--- src/rtl/onehot_encoder_seq.sv ---
// onehot_encoder_seq: streams the index of every set bit of an accepted vector, lowest first
module onehot_encoder_seq #(
    parameter int N = 8,
    parameter int W = $clog2(N)
) (
    input  logic         clk,
    input  logic         rst_n,
    input  logic         d_valid,
    output logic         d_ready,
    input  logic [N-1:0] d,
    output logic         y_valid,
    input  logic         y_ready,
    output logic [W-1:0] y,
    output logic         y_last,
    output logic         zero_err,
    output logic         busy
);
    typedef enum logic {IDLE, OUT} state_t;
    state_t state;
    logic [N-1:0] pending;
    assign d_ready = state == IDLE;
    assign y_valid = state == OUT;
    assign busy = state == OUT;
    assign y_last = y_valid && pending != '0 && (pending & (pending - N'(1))) == '0;
    always_comb begin
        y = '0;
        for (int i = N - 1; i >= 0; i--)
            if (pending[i]) y = W'(i);
    end
    always_ff @(posedge clk or negedge rst_n) begin
        if (!rst_n) begin
            state <= IDLE;
            pending <= '0;
            zero_err <= 1'b0;
        end else begin
            zero_err <= state == IDLE && d_valid && d == '0;
            if (state == IDLE && d_valid && d != '0) begin
                pending <= d;
                state <= OUT;
            end else if (state == OUT && y_ready) begin
                pending <= pending & (pending - N'(1));
                if (y_last) state <= IDLE;
            end
        end
    end
endmodule
--- config.mk ---
export PLATFORM = sky130hd
export DESIGN_NAME = onehot_encoder_seq
export DESIGN_NICKNAME = d
export VERILOG_FILES = /design/src/rtl/onehot_encoder_seq.sv
export SDC_FILE = /design/constraint.sdc
export NUM_CORES = 1
export LEC_CHECK = 0
export BUFFER_PORTS_ARGS = -buffer_cell sky130_fd_sc_hd__buf_2
export CORE_AREA = 5 5 45 47
export DETAILED_ROUTE_END_ITERATION = 7
export DIE_AREA = 0 0 50 52
export PLACE_DENSITY = 0.65
export SYNTH_ARGS = -nofsm -noshare
export SYNTH_HDL_FRONTEND = slang
export SYNTH_SLANG_ARGS = --single-unit
--- constraint.sdc ---
create_clock -name clk -period 3.4 [get_ports clk]
set_clock_uncertainty 0.1 [all_clocks]
set_input_delay 0.17 -clock clk [delete_from_list [all_inputs] [get_ports clk]]
set_output_delay 0.17 -clock clk [all_outputs]
set_load 0.01 [all_outputs]
==> impl_metrics.ini <==
[drt]
met3_length_um = 68
routedWlPerCell_um = 13.25
drt-pass1-iter-count = 4
routed_wl_mm = 1.444
dr_wl_met2_um = 650
wl_met1_um = 707
vias_per_cell = 5.431
top_layer = met4
first_iter_violations = 21
route.detailed.drc = 0
vias = 592
ant_nets = 0

[timing]
setup_viol = 0
grt_setup_unrepaired = no
tns_ns = 0
hold_viol_final = 0
drv_slew = 0
period_share = 0.6391
min_period_ns = 2.173
tightest_slew_ns = 0.6881
timing.fmax_mhz = 460.2
slew_headroom = 0.5403

[worst_hold_path]
min_from = y_ready
worstHoldPathCells = 2
hold_path.class = input pin to register
min_to = busy

[pwr]
p_leak_nw = 0.3475
switching_share = 0.4528
pwr-share-comb = 0.524
ir_worst_vdd_uv = 342.3
power.total_uw = 699.8
p_sw_uw = 316.9
pwr-share-clk = 0.117
power_density_nw_per_um2 = 951.3
sequentialPowerShare = 0.359
p_int_uw = 382.9

[synthesis]
syn_area_um2 = 605.6
syn_area_per_cell_um2 = 8.296
ys_seq_area_frac = 0.4132
synth_cell_types = 27
ys_warn_count = 0
synth_top_family_by_area = simple AND/OR/NAND/NOR gates
syn_nets = 85
synth_compound_area_frac = 0.2169
synthSimpleGateAreaFrac = 0.2893
ys_seq_elements = 10
synthCells = 73
synthAdderAreaFrac = 0.01653
synth_xor_area_frac = 0.01446
synth_mux_area_frac = 0

[floorplanning]
dieArea_um2 = 2600
row_count = 15
initial_core_util = 0.3752
die_w_um = 50
io_pins = 20
die_y_um = 52
core_area_um2 = 1614

[clock_tree]
cts_tree = done
cts-resized-gates = 0
ctsHoldBuffers = 1
clockBufferDepth = 2
clock_latency_ns = 0.26
clk_pin_slew_ns = 0.06
clock-root-buffer = clkbuf_4
cts_sinks = 10
h-tree-depth = 1
cts_buffers = 3
postCtsSetupBuffers = 0

[final_layout]
fillCellCount = 173
layout_common_cells = 19 x buf_2, 10 x nand2_1, 10 x dfrtp_1
final_util = 0.4558
synthToLayoutAreaGrowth_pct = 21.49
diodes = 0
nNetsFinal = 106
layout_commonest_cell = buf_2
ff_latch_area_um2 = 250.2
final_cell_area_um2 = 735.7
drive_gt1_frac = 0.2826
multiInputGateArea_um2 = 325.3

[critical_path]
reg2reg_slack_ns = 1.53
required_ns = 3.13
critical_path_arrival_ns = 1.90
critPathKind = register to output pin
rr_worst_depth = 4
reg2reg_to = busy
cp_max_fo = 6
cp-start-kind = register
cp-end-kind = output pin
r2r-start = busy

[placement]
dpl-instance-area_um2 = 703.2
io_buffers = 19
dp_hpwl_mm = 1.092
globalplace.congestion = 0.7659

[outcome]
status = finished, final reports clean

[global_route]
antenna_found_initial = 0
grt_pass1_wl_mm = 2.442
overflow = 0
grt_max_degree = 12
grt_pass1_vias = 551
grtUsageTotal = 0.1251

[run]
max_cap_viol_count = 0
-- power by group through the flow --
stage	registers (mW)	clock network, mW	logic (mW)
2_1_floorplan	0.221	0	0.288
3_3_place_gp	0.251	0	0.365
3_5_place_dp	0.252	0	0.367
4_1_cts	0.249	0.0837	0.369
5_1_grt	0.264	0.0912	0.413
6_report	0.251	0.0820	0.367
-- cells by family after synthesis --
logic type      count (synthesis)
compound gates                 20
xor+xnor                        1
fa+ha+maj                       1
buf+inv                         7
flops                          10
simple gates                   34
-- sequential cells by signal, indices dropped and copies added (netlist names) --
register and count:
busy 1, pending 8, zero_err 1
-- metrics by stage --
| step | setup slack [ns] | cells | hold slack, ns |
|---|---|---|---|
| after floorplan | 1.660 | 73 | -0.2256 |
| after global placement | 1.528 | 105 | -0.04936 |
| after detailed placement | 1.511 | 105 | -0.04799 |
| after CTS | 1.217 | 109 | 0.01979 |
| after global routing | 1.101 | 109 | 0.02844 |
| final | 1.227 | 109 | 0.02313 |
-- routing by layer --
metal  vias to the layer above  global-route usage
li1                        300                   -
met1                       277              0.1646
met2                        11              0.1883
met3                         4             0.03725
met4                         0             0.05240
met5                         -                   0
-- cells in the mapped netlist --
library cell / instances / area, um2
a21oi_1: 3 / 15.01
a32o_1: 1 / 10.01
a32o_2: 1 / 11.26
a41oi_1: 1 / 8.760
and2_0: 1 / 6.260
and3_1: 2 / 12.51
buf_4: 1 / 7.510
clkbuf_1: 3 / 11.26
dfrtp_1: 10 / 250.2
inv_1: 3 / 11.26
maj3_1: 1 / 10.01
nand2_1: 10 / 37.54
nand3_1: 3 / 15.01
nor2_1: 6 / 22.52
nor2b_1: 1 / 6.260
nor3_1: 3 / 15.01
nor3b_1: 2 / 15.01
nor4_1: 2 / 12.51
o21ai_0: 8 / 40.04
o21ai_1: 3 / 15.01
o21bai_1: 1 / 7.510
o31ai_1: 1 / 7.510
o41ai_2: 1 / 16.27
or2_4: 1 / 8.760
or3_1: 2 / 12.51
or4_4: 1 / 11.26
xor2_1: 1 / 8.760
-- worst max-delay path: stages (launching register included) --
cell and delay (ns):
dfrtp_1 0.42, or4_4 0.58, xor2_1 0.16, nand3_1 0.08, nand3_1 0.09, and3_1 0.17, buf_2 0.13
-- layout make-up --
class	instances	share of cell area
Clock buffer	3	0.03061
Inverter	3	0.01531
Multi-Input combinational cell	56	0.4422
Sequential cell	10	0.3401
Tap cell	17	0.02891
Timing Repair Buffer	20	0.1429
-- how the worst max path moves through the flow --
stage,startpoint,endpoint,slack [ns],cells after the start
after floorplan,pending[2],y_last,1.66,5
after global placement,busy,busy,1.53,4
after detailed placement,pending[2],y_last,1.51,6
after CTS,pending[2],y_last,1.22,6
after global routing,pending[2],y_last,1.10,6
final,pending[2],y_last,1.23,6
No activity file was read; power rests on OpenSTA's default activity.
